`src/rtl/dmem_arbiter.sv`:
```
// dmem_arbiter: round-robin arbiter that lets two requesters share one
// single-ported 16-bit-word data memory.
//
// Ports
//   clk, rst_n            clock, synchronous active-low reset
//   req0/1, we0/1         request and write-enable per requester (held until done)
//   addr0/1, wdata0/1     byte address (word aligned) and write data per requester
//   done0/1, err0/1       one-cycle completion pulse and reject flag per requester
//   rdata0/1              last read result per requester
//   memRead, memWrite     data memory enables (only one, only during ISSUE)
//   address, write_data   data memory address / write data (hold between accesses)
//   read_data             data memory read port, valid the edge after memRead
//
// A legal transaction walks IDLE -> ISSUE -> WAIT -> RESP -> IDLE, so a new
// grant is possible at most once every four cycles. An illegal address skips
// the memory entirely and goes IDLE -> RESP with err set.
module dmem_arbiter #(
  parameter logic [15:0] ADDR_MAX = 16'd1022
) (
  input  logic        clk,
  input  logic        rst_n,
  input  logic        req0,
  input  logic        req1,
  input  logic        we0,
  input  logic        we1,
  input  logic [15:0] addr0,
  input  logic [15:0] addr1,
  input  logic [15:0] wdata0,
  input  logic [15:0] wdata1,
  output logic        done0,
  output logic        done1,
  output logic        err0,
  output logic        err1,
  output logic [15:0] rdata0,
  output logic [15:0] rdata1,
  output logic        memRead,
  output logic        memWrite,
  output logic [15:0] address,
  output logic [15:0] write_data,
  input  logic [15:0] read_data
);

  typedef enum logic [1:0] {
    IDLE  = 2'd0,
    ISSUE = 2'd1,
    WAIT  = 2'd2,
    RESP  = 2'd3
  } state_t;

  state_t      state;
  state_t      state_nxt;

  // ptr names the requester that wins when both ask at once.
  logic        ptr;
  logic        win;
  logic        win_we;

  logic        any_req;
  logic        grant_id;
  logic        sel_we;
  logic [15:0] sel_addr;
  logic [15:0] sel_wdata;
  logic        legal;

  // Grant selection and next-state logic.
  always_comb begin
    any_req  = req0 | req1;
    grant_id = 1'b0;
    if (req0 && req1) begin
      grant_id = ptr;
    end else if (req1) begin
      grant_id = 1'b1;
    end

    sel_we    = grant_id ? we1    : we0;
    sel_addr  = grant_id ? addr1  : addr0;
    sel_wdata = grant_id ? wdata1 : wdata0;
    legal     = (sel_addr[0] == 1'b0) && (sel_addr <= ADDR_MAX);

    state_nxt = state;
    case (state)
      IDLE:    if (any_req) state_nxt = legal ? ISSUE : RESP;
      ISSUE:   state_nxt = WAIT;
      WAIT:    state_nxt = RESP;
      RESP:    state_nxt = IDLE;
      default: state_nxt = IDLE;
    endcase
  end

  always_ff @(posedge clk) begin
    if (!rst_n) begin
      state <= IDLE;
    end else begin
      state <= state_nxt;
    end
  end

  // Registered outputs. Everything is set on the edge that enters the state
  // in which it must be visible: memory enables on the grant edge (seen in
  // ISSUE), done/err/rdata on the edge entering RESP.
  always_ff @(posedge clk) begin
    if (!rst_n) begin
      ptr        <= 1'b0;
      win        <= 1'b0;
      win_we     <= 1'b0;
      memRead    <= 1'b0;
      memWrite   <= 1'b0;
      address    <= 16'h0000;
      write_data <= 16'h0000;
      done0      <= 1'b0;
      done1      <= 1'b0;
      err0       <= 1'b0;
      err1       <= 1'b0;
      rdata0     <= 16'h0000;
      rdata1     <= 16'h0000;
    end else begin
      memRead  <= 1'b0;
      memWrite <= 1'b0;
      done0    <= 1'b0;
      done1    <= 1'b0;
      err0     <= 1'b0;
      err1     <= 1'b0;

      case (state)
        // Grant: latch the winner, rotate priority to the other requester.
        IDLE: begin
          if (any_req) begin
            win    <= grant_id;
            win_we <= sel_we;
            ptr    <= ~grant_id;
            if (legal) begin
              memRead    <= ~sel_we;
              memWrite   <= sel_we;
              address    <= sel_addr;
              write_data <= sel_wdata;
            end else if (grant_id) begin
              done1  <= 1'b1;
              err1   <= 1'b1;
              rdata1 <= 16'h0000;
            end else begin
              done0  <= 1'b1;
              err0   <= 1'b1;
              rdata0 <= 16'h0000;
            end
          end
        end

        // Memory has returned data for a read issued in the previous cycle.
        WAIT: begin
          if (win) begin
            done1 <= 1'b1;
            if (!win_we) rdata1 <= read_data;
          end else begin
            done0 <= 1'b1;
            if (!win_we) rdata0 <= read_data;
          end
        end

        default: ;
      endcase
    end
  end

endmodule

```
`config.mk`:
```
export PLATFORM = sky130hd
export DESIGN_NAME = dmem_arbiter
export DESIGN_NICKNAME = d
export VERILOG_FILES = /design/src/rtl/dmem_arbiter.sv
export SDC_FILE = /design/constraint.sdc
export NUM_CORES = 1
export LEC_CHECK = 0
export CAP_MARGIN = 10
export CORE_MARGIN = 3
export CORE_UTILIZATION = 41
export DETAILED_ROUTE_END_ITERATION = 6
export PLACE_DENSITY = 0.79
export REMOVE_ABC_BUFFERS = 1
export SYNTH_ARGS = -nofsm -noshare
export SYNTH_HDL_FRONTEND = slang
export SYNTH_SLANG_ARGS = --single-unit
```
`constraint.sdc`:
```
create_clock -name clk -period 3.1 [get_ports clk]
set_clock_uncertainty 0.15 [all_clocks]
set_input_delay 0.775 -clock clk [delete_from_list [all_inputs] [get_ports clk]]
set_output_delay 0.775 -clock clk [all_outputs]
set_load 0.02 [all_outputs]
```
==> results_dict.tcl <==
set metrics [dict create \
    outcome "finished clean" \
    r2r-start "state[0]" \
    synth-seq-area-share_pct 44.7 \
    ys_async_sr_fraction_pct 0 \
    synthDominantCellAreaShare_pct 44.7 \
    synth_top_cell_by_area "dfxtp_1" \
    hold_buffers 0 \
    ys.flop_type "dfxtp_1" \
    root_buffer "clkbuf_8" \
    globalRouteOverflowTotal 0 \
    die_y_um 96.5 \
    post_cts_buffers 0 \
    cts-resized-gates 0 \
    critical_path.top_delay_family "simple AND/OR/NAND/NOR gates" \
    drtIter0Drc 95 \
    finalSetupViolCount 0 \
    min_delay_path_depth 2 \
    max_stage_delay_ns 0.54 \
    row_count 32 \
    syn-cell-area_um2 3360 \
    worstSetupPathType "in2reg" \
    wire_per_inst_um 13.9 \
    clock.fmax_mhz 373 \
    final_util_pct 66.5 \
    finalNetCount 602 \
    ir_drop_mv 0.265 \
    grt_pass1_wl_um 13200 \
    startpoint_type "input pin" \
    drive_above_1_share_pct 6.36 \
    worstPathRequired_ns 3.18 \
    slew_headroom_pct 74.6 \
    clkLatencyLatePin_ns 0.33 \
    min_from "rdata0[13]" \
    synth-edff-count 0 \
    drc_errors 0 \
    crit_buf_inv 2 \
    cp-end-kind "register" \
    globalplace.congestion 0.819 \
    coreArea_um2 7850 \
    ys_warn_count 0 \
    grtUsageTotal_pct 18.2 \
    cts_buffers 9 \
    finalHoldViolCount 0 \
    rrSetupSlack_ns 1.05 \
    final_antenna_net_count 0 \
    die_x_um 96.5 \
    die-area_um2 9310 \
    powerDensity_nw_per_um2 599 \
    cap_violations 0 \
    cts_buffer_depth 2 \
    detail_route.wirelength_um 8640 \
    min_path_type "reg2reg" \
    cp_cell_sequence "clkdlybuf4s50_1, or4_4, o211ai_2, or3b_1, buf_12, and3_1" \
    antenna-diode-count 0 \
    post-route-period-util_pct 86.6 \
    place_hpwl_um 6580 \
    synth-seq-cells 75 \
    reg2reg_depth 7 \
    area_growth_pct 55.4 \
    power.leakage_nw 2.23 \
    ys_types 34 \
    start_util_pct 42.8 \
    clk_transition_reported_paths_ns 0.08 \
    worstPathMaxFanout 31 \
    grt_max_degree 64 \
    min_to "rdata0[13]" \
    cts.sinks 75 \
    crit_arrival_ns 2.76 \
    crit_slowest_cell "or4_4" \
    first_global_vias 2884 \
    syn_area_per_cell_um2 9.05 \
    via_count 3106 \
    ioPinCount 156 \
    htree_levels 3 \
    ys_top_cells_by_area "dfxtp_1, mux2i_1, nand2_1" \
    final_period_minus_worst_setup_slack_ns 2.68 \
    cts_tree "yes" \
    r2r-end "rdata1[13]" \
    layout_setup_ws_ns 0.416 \
    netlist_instances 371 \
    report.final.slew_viol_count 0 \
    drt-pass1-iter-count 4 \
    port_buffers 155 \
    worstMarginPinSlew_ns 0.381 \
    dp_slack_ns 0.0803 \
    rsz0062_at_grt "false" \
    avgViaCountPerCell 5.00 \
    antenna_found_initial 0 \
]
-- final cells by class --
type | instances | area, um2
repair buffers | 167 | 1670
multi-input cells | 257 | 1670
fillers | 655 | 2630
well taps | 102 | 128
clock inverters | 6 | 88.8
flip-flops and latches | 75 | 1500
inverters | 4 | 15.0
clock buffers | 10 | 138
-- cells in the mapped netlist, types with 2 or more instances --
master / n
dfxtp_1: 75
nand2_1: 62
mux2i_1: 58
and3_1: 33
o21ai_0: 29
clkbuf_1: 26
a21boi_0: 25
nand3_1: 17
a21oi_1: 5
nor2_1: 5
buf_6: 4
inv_1: 4
buf_2: 3
nand2b_1: 3
ha_1: 2
nor3_1: 2
-- tightest hold or removal path, stage by stage (launching register included) --
cell and delay [ns]:
dfxtp_1 0.31, nand2_1 0.05, mux2i_1 0.05
-- worst max path at each step --
stage,start,to,slack [ns],cells after the start
global placement,addr1[10],address[0],0.11,6
detailed placement,addr1[10],address[0],0.08,6
finish,addr1[10],address[13],0.42,6
CTS,addr1[10],address[10],0.43,6
global route,addr1[10],address[13],0.37,6
floorplan,req0,address[0],-0.20,4
-- metal layers --
| layer | global-route usage (%) | wire, um |
|---|---|---|
| met5 | 0 | 0 |
| met3 | 7.13 | 955 |
| met4 | 7.71 | 142 |
| met2 | 29.5 | 3960 |
| met1 | 21.3 | 3590 |
-- logic make-up after synthesis --
kind of cell             Yosys count  synth area share [%]
AO/OA/AOI/OAI                     68                  13.1
flip-flops                        75                  44.7
adder cells (fa/ha/maj)            2                 0.745
multiplexers                      58                  17.3
buffers and inverters             39                  5.48
AND/OR/NAND/NOR                  129                  18.7
-- flip-flops by register name, indices dropped and copies added, names as in the netlist --
register and flops:
ptr 1, rdata0 16, address 16, err1 1, memRead 1, state 2, rdata1 16, done1 1
done0 1, win_we 1, write_data 16, win 1, memWrite 1, err0 1
-- cell usage in the layout, fill, tap and decap left out, types with 2 or more instances in the layout --
| cell type | synthesis | routed |
|---|---|---|
| o21ai_0 | 29 | 29 |
| inv_1 | 4 | 4 |
| nor2_1 | 5 | 5 |
| ha_1 | 2 | 2 |
| nand3_1 | 17 | 17 |
| a21oi_1 | 5 | 5 |
| nand2b_1 | 3 | 3 |
| nor3_1 | 2 | 2 |
| clkbuf_8 | 0 | 10 |
| nand2_1 | 62 | 62 |
| a21boi_0 | 25 | 25 |
| buf_12 | 0 | 3 |
| dfxtp_1 | 75 | 75 |
| clkdlybuf4s50_1 | 0 | 154 |
| buf_4 | 1 | 9 |
| bufinv_16 | 0 | 2 |
| mux2i_1 | 58 | 58 |
| and3_1 | 33 | 33 |
| clkinvlp_4 | 0 | 2 |
-- per-stage QoR --
stage / hold slack [ns] / setup TNS (ns) / area (um2) / power [W] / std cells
after floorplan: 0.289 / -4.36 / 3190 / 0.00181 / 336
after global placement: 0.292 / 0 / 4990 / 0.00230 / 605
after detailed placement: 0.297 / 0 / 4990 / 0.00233 / 605
after CTS: 0.310 / 0 / 5220 / 0.00316 / 621
after global routing: 0.333 / 0 / 5220 / 0.00329 / 621
final: 0.308 / 0 / 5220 / 0.00312 / 621
-- power by group --
group          switching [W]  total (W)  internal (W)  leakage, nW
combinational       0.000585    0.00116      0.000578         1.52
sequential         0.0000585    0.00114       0.00108        0.608
clock               0.000351   0.000826      0.000475        0.108
(Power assumes the default switching activity.)
